[src/rtl/hfg_pkg.sv]
// Shared types and constants for the HFG window scheduler.
package hfg_pkg;
  localparam int COORD_W  = 9;
  localparam int WIN_DEF  = 19;
  localparam int STEP_DEF = 2;

  typedef enum logic [2:0] {
    S_IDLE,
    S_LOAD,
    S_RUN,
    S_CLS,
    S_STEP,
    S_DONE
  } state_t;
endpackage

[src/rtl/hfg_win_counter.sv]
// X/Y stride counters for the detection window, with flags that say whether
// another stride along each axis would push the window off the image.
module hfg_win_counter
  import hfg_pkg::*;
#(
  parameter int IMG_W = 320,
  parameter int IMG_H = 240,
  parameter int WIN   = WIN_DEF,
  parameter int STEP  = STEP_DEF
) (
  input  logic               clk_i,
  input  logic               rst_i,
  input  logic               clr_i,
  input  logic               adv_i,
  output logic [COORD_W-1:0] x_o,
  output logic [COORD_W-1:0] y_o,
  output logic               x_last_o,
  output logic               y_last_o
);
  localparam logic [31:0] X_MAX = 32'(IMG_W - WIN);
  localparam logic [31:0] Y_MAX = 32'(IMG_H - WIN);

  logic [COORD_W-1:0] x_q, x_d, y_q, y_d;

  // Limit test done in 32 bits so the 9-bit coordinate can never wrap.
  assign x_last_o = ({{(32-COORD_W){1'b0}}, x_q} + 32'(STEP)) > X_MAX;
  assign y_last_o = ({{(32-COORD_W){1'b0}}, y_q} + 32'(STEP)) > Y_MAX;
  assign x_o = x_q;
  assign y_o = y_q;

  always_comb begin
    x_d = x_q;
    y_d = y_q;
    if (clr_i) begin
      x_d = '0;
      y_d = '0;
    end else if (adv_i) begin
      if (!x_last_o) begin
        x_d = x_q + COORD_W'(STEP);
      end else if (!y_last_o) begin
        x_d = '0;
        y_d = y_q + COORD_W'(STEP);
      end
    end
  end

  always_ff @(posedge clk_i or posedge rst_i) begin
    if (rst_i) begin
      x_q <= '0;
      y_q <= '0;
    end else begin
      x_q <= x_d;
      y_q <= y_d;
    end
  end
endmodule

[src/rtl/hfg_window_scheduler.sv]
// Raster scan of detection windows: load -> feature run -> classify -> step.
// Optional RUN watchdog with sticky oError under HFG_SCHED_WATCHDOG_EN.
module hfg_window_scheduler
  import hfg_pkg::*;
#(
  parameter int IMG_W   = 320,
  parameter int IMG_H   = 240,
  parameter int WIN     = WIN_DEF,
  parameter int STEP    = STEP_DEF,
  parameter int TIMEOUT = 4096
) (
  input  logic               iClk,
  input  logic               iReset,
  input  logic               iStart,
  input  logic               iAbort,
  input  logic               iIIBG_Valid,
  input  logic               iFull_FBR,
  input  logic               iCls_Ack,
  output logic               oHFG_Ready,
  output logic               oHFG_Run,
  output logic               oCls_Req,
  output logic [COORD_W-1:0] oWin_X,
  output logic [COORD_W-1:0] oWin_Y,
  output logic               oBusy,
  output logic               oDone,
  output logic               oError
);
  state_t state_q, state_d;
  logic   ready_q, ready_d;
  logic   cnt_clr, cnt_adv, x_last, y_last;
  logic   wd_fire;

  hfg_win_counter #(
    .IMG_W(IMG_W), .IMG_H(IMG_H), .WIN(WIN), .STEP(STEP)
  ) u_win_counter (
    .clk_i   (iClk),
    .rst_i   (iReset),
    .clr_i   (cnt_clr),
    .adv_i   (cnt_adv),
    .x_o     (oWin_X),
    .y_o     (oWin_Y),
    .x_last_o(x_last),
    .y_last_o(y_last)
  );

`ifdef HFG_SCHED_WATCHDOG_EN
  localparam int WD_W = $clog2(TIMEOUT + 1);
  logic [WD_W-1:0] wd_q, wd_d;
  logic            err_q, err_d;

  // Count of completed RUN cycles; fires on the cycle that would make it TIMEOUT.
  assign wd_fire = (wd_q == WD_W'(TIMEOUT - 1));
  assign oError  = err_q;

  always_comb begin
    wd_d  = wd_q;
    err_d = err_q;
    if (state_q == S_LOAD) wd_d = '0;
    else if (state_q == S_RUN) wd_d = wd_q + WD_W'(1);
    if (!iAbort && state_q == S_RUN && !iFull_FBR && wd_fire) err_d = 1'b1;
  end

  always_ff @(posedge iClk or posedge iReset) begin
    if (iReset) begin
      wd_q  <= '0;
      err_q <= 1'b0;
    end else begin
      wd_q  <= wd_d;
      err_q <= err_d;
    end
  end
`else
  logic unused_timeout;
  assign unused_timeout = (TIMEOUT > 0);
  assign wd_fire        = 1'b0;
  assign oError         = 1'b0;
`endif

  always_comb begin
    state_d = state_q;
    ready_d = 1'b0;
    cnt_clr = 1'b0;
    cnt_adv = 1'b0;
    if (iAbort) begin
      state_d = S_IDLE;
    end else begin
      case (state_q)
        S_IDLE: if (iStart) begin
          state_d = S_LOAD;
          cnt_clr = 1'b1;
        end
        S_LOAD: if (iIIBG_Valid) begin
          state_d = S_RUN;
          ready_d = 1'b1;
        end
        S_RUN: begin
          if (iFull_FBR) state_d = S_CLS;
          else if (wd_fire) state_d = S_STEP;
        end
        S_CLS:  if (iCls_Ack) state_d = S_STEP;
        S_STEP: begin
          if (x_last && y_last) begin
            state_d = S_DONE;
          end else begin
            state_d = S_LOAD;
            cnt_adv = 1'b1;
          end
        end
        S_DONE:  state_d = S_IDLE;
        default: state_d = S_IDLE;
      endcase
    end
  end

  always_ff @(posedge iClk or posedge iReset) begin
    if (iReset) begin
      state_q <= S_IDLE;
      ready_q <= 1'b0;
    end else begin
      state_q <= state_d;
      ready_q <= ready_d;
    end
  end

  assign oHFG_Ready = ready_q;
  assign oHFG_Run   = (state_q == S_RUN);
  assign oCls_Req   = (state_q == S_CLS);
  assign oDone      = (state_q == S_DONE);
  assign oBusy      = (state_q != S_IDLE) && (state_q != S_DONE);
endmodule
[config.mk]
export PLATFORM = sky130hd
export DESIGN_NAME = hfg_window_scheduler
export DESIGN_NICKNAME = d
export VERILOG_FILES = /design/src/rtl/hfg_pkg.sv /design/src/rtl/hfg_win_counter.sv /design/src/rtl/hfg_window_scheduler.sv
export SDC_FILE = /design/constraint.sdc
export NUM_CORES = 1
export LEC_CHECK = 0
export ABC_AREA = 1
export CAP_MARGIN = 20
export CORE_ASPECT_RATIO = 0.8
export CORE_MARGIN = 10
export CORE_UTILIZATION = 50
export DETAILED_ROUTE_END_ITERATION = 10
export GPL_TIMING_DRIVEN = 1
export HOLD_SLACK_MARGIN = 0.03
export PLACE_DENSITY_LB_ADDON = 0.2
export SYNTH_ARGS = -nofsm -noshare
export SYNTH_HDL_FRONTEND = slang
export SYNTH_HIERARCHICAL = 1
export SYNTH_SLANG_ARGS = --single-unit
[constraint.sdc]
create_clock -name iClk -period 6.5 [get_ports iClk]
set_clock_uncertainty 0.2 [all_clocks]
set_input_delay 1.3 -clock iClk [delete_from_list [all_inputs] [get_ports iClk]]
set_output_delay 1.3 -clock iClk [all_outputs]
set_load 0.02 [all_outputs]
==> impl_metrics.toml, run 1 <==
[grt]
grt_max_degree = 17
antenna_found_initial = 0
grtUsageTotal = 0.130
grt_pass1_vias = 1205
globalRouteOverflowTotal = 0
grt_pass1_wl_microns = 5710

[power]
powerDensity_nw_per_um2 = 257
p_switching_mw = 0.191
peakVddDrop_mv = 0.148
leakagePower_nw = 0.867
clkPwrFrac = 0.164
combinationalPowerShare = 0.458
p_int_mw = 0.258
share_seq_of_total_power = 0.378
sw_frac_of_total = 0.425
finalPower_mw = 0.449

[setup_path]
worstPathRequired_ns = 5.00
worstSetupPathType = "reg2out"
critPathMaxStageDelay_ns = 0.62
start_kind = "flop"
crit_slowest_cell = "clkdlybuf4s50_1"
endpoint_kind = "output port"
path_buf_inv = 1
crit_chain = "nand2_1 -> nor2_1 -> a21oi_1 -> clkdlybuf4s50_1"
cp_top_family = "buffers and inverters"
worstPathArrival_ns = 1.71
cp_max_fo = 7

[layout]
fill_cells = 237
stdcell_area_sq_um = 1750
layout-drive-gt1-share = 0.0972
stdcell_count = 285
layout.nets = 257
synthToLayoutAreaGrowth_pct = 22.8
insertedDiodeCount = 0

[yosys]
yosys.cell_types.count = 22
synth_area_sq_um = 1420
synthTopCellsByCount = "69 x nand2_1, 32 x nor2_1, 24 x inv_1"
synth-simple-area-share = 0.477
async_reset_ff_frac = 1.00
synth_top_family_by_area = "simple AND/OR/NAND/NOR gates"
synth.avg_cell_area_sq_um = 6.50
ys_seq_area_frac = 0.352
synthTopCellsByArea = "dfrtp_1 35%, nand2_1 18%, nor2_1 8.4%, nand3_1 7.4%, inv_1 6.3%"
muxShareOfSynthArea = 0
synth-adder-area-share = 0.0176
synth-compound-area-share = 0.0484
synth_edf_count = 0
synthXorXnorAreaFrac = 0
yosysMostFrequentCell = "nand2_1"
ys_ff_latch = 20
synth_top_area_cell = "dfrtp_1"
synth-main-ff-cell = "dfrtp_1"
synthCells = 219
synth_warnings = 6
yosys.area.top_type_share = 0.352

[clocking]
clock_latency_ns = 0.31
numCtsBuffers = 3
cts_resized = 0
cts_setup_buffers = 0
clock_path_buffers = 2
cts.sinks = 20
postCtsHoldBufs = 0
clkTransAtPathRegs_ns = 0.12
cts_tree = "done"
cts_root_buf = "clkbuf_4"
cts.htree.levels = 1

[min_path]
hp-class = "reg2reg"

[floorplan]
std_cell_rows = 17
core_region_area_sq_um = 2740
die_area_sq_um = 5390
die_y_microns = 67.7
initial_core_util = 0.518
num_io_pins = 31
die_w_microns = 79.6

[placement]
place_congestion = 0.857
preCtsSetupSlack_ns = 3.25
dpl_cell_area_sq_um = 1710
io_buffer_count = 27
dp_cells = 281
hpwl_microns = 2610

[sta]
final-max-slew-violation-count = 0
rsz0062_at_grt = "no"
fin_ws_ns = 3.29
finalCriticalPeriod_ns = 3.21
hold_violations = 0
slew_headroom = 0.574
fmax_mhz = 312
period_share = 0.493
worst_pin_slew_ns = 0.638
tns_ns = 0
setup_viol = 0

[routing]
wl_per_cell_microns = 11.7
drt-pass1-iter-count = 5
routed_via_density = 4.86
dr.first_iter.drc_count = 55
drc = 0
wl_microns = 3330
ant_nets = 0
vias = 1386

[run]
maxCapViolCount = 0

[outcome]
status = "completed"
worst register-to-register path, delay by kind of cell, from the launching register on:
family	cells	cell delay [ns]
and+or+nand+nor	16	1.62
DFF	1	0.48
adders and majority gates	1	0.20
buffers and inverters	1	0.15
flip-flops by register name, indices dropped and copies added (netlist names):
name and count:
u_win_counter/y_o 8, u_win_counter/x_o 8, oHFG_Ready 1, state_q 3
metal layers:
layer	vias to the layer above	share of wire	global-route usage	wire length, microns
met3	2	0.093	0.0477	308
li1	745	-	-	-
met5	-	0	0	0
met4	0	0.0039	0.0268	13
met1	593	0.49	0.177	1650
met2	46	0.41	0.191	1360
power by group through the flow:
stage	Sequential [mW]	Clock (mW)	Combinational [mW]
3_5_place_dp	0.172	0	0.205
6_report	0.170	0.0738	0.206
2_1_floorplan	0.182	0	0.126
5_1_grt	0.175	0.0821	0.234
3_3_place_gp	0.172	0	0.205
4_1_cts	0.169	0.0766	0.206
area by class of cell:
| type | count | area (sq um) | area share |
|---|---|---|---|
| Inverter | 29 | 109 | 0.0623 |
| Timing Repair Buffer | 27 | 270 | 0.155 |
| Clock buffer | 4 | 36.3 | 0.0208 |
| Multi-Input combinational cell | 167 | 783 | 0.448 |
| Sequential cell | 20 | 500 | 0.287 |
| Tap cell | 38 | 47.5 | 0.0272 |
cell usage in the layout (no fill, tap or decap), drive strengths merged:
cell           Yosys  layout
nand3b             2       2
a21oi              4       4
clkinv             1       1
inv               28      28
nor2              37      37
ha                 2       2
o21ai              9       9
clkdlybuf4s50      0      27
nand3             25      25
nand4              8       8
nand2             75      75
clkbuf             0       4
nor3               2       2
conb               2       3
dfrtp             20      20
final timing paths:
| check | startpoint | end | slack [ns] | cells after the start |
|---|---|---|---|---|
| min in group asynchronous | iReset | state_q[1] | 0.98 | 2 |
| min | u_win_counter/y_o[8] | u_win_counter/y_o[8] | 0.37 | 2 |
| max | state_q[0] | oBusy | 3.29 | 4 |
| min reg2reg | u_win_counter/y_o[8] | u_win_counter/y_o[8] | 0.37 | 2 |
| max in group asynchronous | iReset | u_win_counter/x_o[2] | 4.50 | 2 |
| max reg2reg | u_win_counter/x_o[1] | u_win_counter/y_o[1] | 3.74 | 18 |
through the flow:
stage | hold slack [ns] | util
floorplan | 0.328 | -
global placement | 0.330 | 0.623
detailed placement | 0.342 | 0.623
CTS | 0.363 | 0.637
global route | 0.409 | 0.637
finish | 0.367 | 0.637
logic make-up after synthesis:
kind of cell / count (synthesis)
compound gates: 13
other cells: 2
buf+inv: 33
fa+ha+maj: 2
flops: 20
simple gates: 149
Power figures use the tool's default switching activity.
==> run 2, diff against run 1 <==
--- a/config.mk
+++ b/config.mk
@@ -9,7 +9,7 @@
 export CAP_MARGIN = 20
 export CORE_ASPECT_RATIO = 0.8
 export CORE_MARGIN = 10
-export CORE_UTILIZATION = 50
+export CORE_UTILIZATION = 45
 export DETAILED_ROUTE_END_ITERATION = 10
 export GPL_TIMING_DRIVEN = 1
 export HOLD_SLACK_MARGIN = 0.03
==> constraint.sdc (replaced) <==
create_clock -name iClk -period 2.67 [get_ports iClk]
set_clock_uncertainty 0.2 [all_clocks]
set_input_delay 0.534 -clock iClk [delete_from_list [all_inputs] [get_ports iClk]]
set_output_delay 0.534 -clock iClk [all_outputs]
set_load 0.02 [all_outputs]
==> impl_metrics.toml, run 2 (synthesis gave the netlist of run 1 again) <==
[power]
leakagePower_nw = 0.907
peakVddDrop_mv = 0.323
powerDensity_nw_per_um2 = 687
finalPower_mw = 1.26

[setup_path]
start_kind = "flop"
critPathMaxStageDelay_ns = 0.45
crit_chain = "ha_1 -> nand2_1 -> inv_1 -> nor2_1 -> nand2_1 -> nand2_1 -> nand2_1 -> nand3_1 -> nand2_2 -> nand2_1 -> nand2_1 -> nand2_1 -> nor2_2 -> nand3_1 -> nand2_4 -> inv_4 -> nand2_4 -> nand2_1 -> nand2_1"
cp_max_fo = 9
worstPathRequired_ns = 2.62
cp_common_cell = "nand2_1"
path_buf_inv = 2
endpoint_kind = "flop"
worstPathArrival_ns = 2.41
cp_top_family = "simple AND/OR/NAND/NOR gates"
crit_slowest_cell = "dfrtp_2"
worstSetupPathType = "reg2reg"

[sta]
period_share = 0.919
setup_viol = 0
finalCriticalPeriod_ns = 2.45
worst_pin_slew_ns = 0.668
hold_violations = 0
slew_headroom = 0.554
final-max-slew-violation-count = 0
fmax_mhz = 407

[clocking]
cts.sinks = 20
cts.htree.levels = 1
clkTransAtPathRegs_ns = 0.08
clock_latency_ns = 0.26
numCtsBuffers = 3
cts_root_buf = "clkbuf_8"
cts_tree = "done"
clock_path_buffers = 2

[placement]
hpwl_microns = 2680
io_buffer_count = 27
place_congestion = 0.897

[grt]
grt_pass1_vias = 1300
grt_pass1_wl_microns = 6090
antenna_found_initial = 0
grtUsageTotal = 0.119
globalRouteOverflowTotal = 0
grt_max_degree = 17

[floorplan]
core_region_area_sq_um = 3060
die_w_microns = 82.9
std_cell_rows = 18
die_y_microns = 70.3
initial_core_util = 0.464
die_area_sq_um = 5820
num_io_pins = 31

[routing]
wl_microns = 3500
routed_via_density = 4.91
wl_per_cell_microns = 12.0
drt-pass1-iter-count = 4
drc = 0
dr.first_iter.drc_count = 97
vias = 1435
ant_nets = 0

[layout]
final_cell_mix = "68 x nand2_1, 31 x nor2_1, 27 x clkdlybuf4s50_1"
final_common_cell = "nand2_1"
layout-drive-gt1-share = 0.127
utilization = 0.598
layout.nets = 262
insertedDiodeCount = 0
synthToLayoutAreaGrowth_pct = 28.7

[run]
maxCapViolCount = 0

[outcome]
status = "completed"

[min_path]
hp-class = "in2async"
## run 2: path summary, 6_finish.rpt
kind                                 startpoint              endpoint  slack (ns)  cells after the start
setup / recovery           u_win_counter/x_o[1]  u_win_counter/x_o[6]        0.22                     19
hold / removal                           iReset            oHFG_Ready        0.28                      2
min in group iClk          u_win_counter/y_o[7]  u_win_counter/y_o[7]        0.35                      2
setup reg to reg           u_win_counter/x_o[1]  u_win_counter/x_o[6]        0.22                     19
max in group asynchronous                iReset  u_win_counter/x_o[1]        1.31                      2
hold reg to reg            u_win_counter/y_o[7]  u_win_counter/y_o[7]        0.35                      2
## run 2: worst reg2reg max path: cells and delay by family (launching register included)
kind | cells | cell delay [ns]
simple gates | 16 | 1.27
flops | 1 | 0.45
fa+ha+maj | 1 | 0.23
buf+inv | 2 | 0.20
## run 2: power by group
part           leakage (nW)  internal, mW  switching, mW  total [mW]
clock                0.0357         0.200          0.102       0.302
combinational         0.601         0.218          0.318       0.536
sequential            0.270         0.350         0.0682       0.419
total                 0.907         0.769          0.488        1.26
## run 2: area by class of cell
type                            instances  area [sq um]
Fill cell                             305          1230
Multi-Input combinational cell        167           788
Sequential cell                        20           502
Timing Repair Buffer                   32           308
Inverter                               29           111
Tap cell                               40          50.0
Clock buffer                            3          41.3
Clock inverter                          1          30.0
## run 2: what timing repair did
item,in CTS,in global routing
gates resized for setup,0,4
endpoints found under the setup margin,0,15
setup buffers,0,2
hold buffers,0,0
endpoints found under the hold margin,0,0
## run 2: stage by stage
step                TNS [ns]  cells  instance area, sq um  worst slack [ns]  hold WS (ns)
floorplan                  0    220                  1430             0.180         0.100
global placement           0    286                  1740             0.176         0.323
detailed placement         0    286                  1740             0.120         0.337
CTS                        0    290                  1810            0.0871         0.281
global route         -0.0303    292                  1830           -0.0216         0.293
finish                     0    292                  1830             0.215         0.281
## run 2: routing by layer
metal / track usage / vias to the layer above / routed length (microns)
met4: 0.0226 / 0 / 18
li1: - / 754 / -
met5: 0 / - / 0
met3: 0.0463 / 2 / 210
met1: 0.157 / 653 / 1740
met2: 0.179 / 26 / 1530
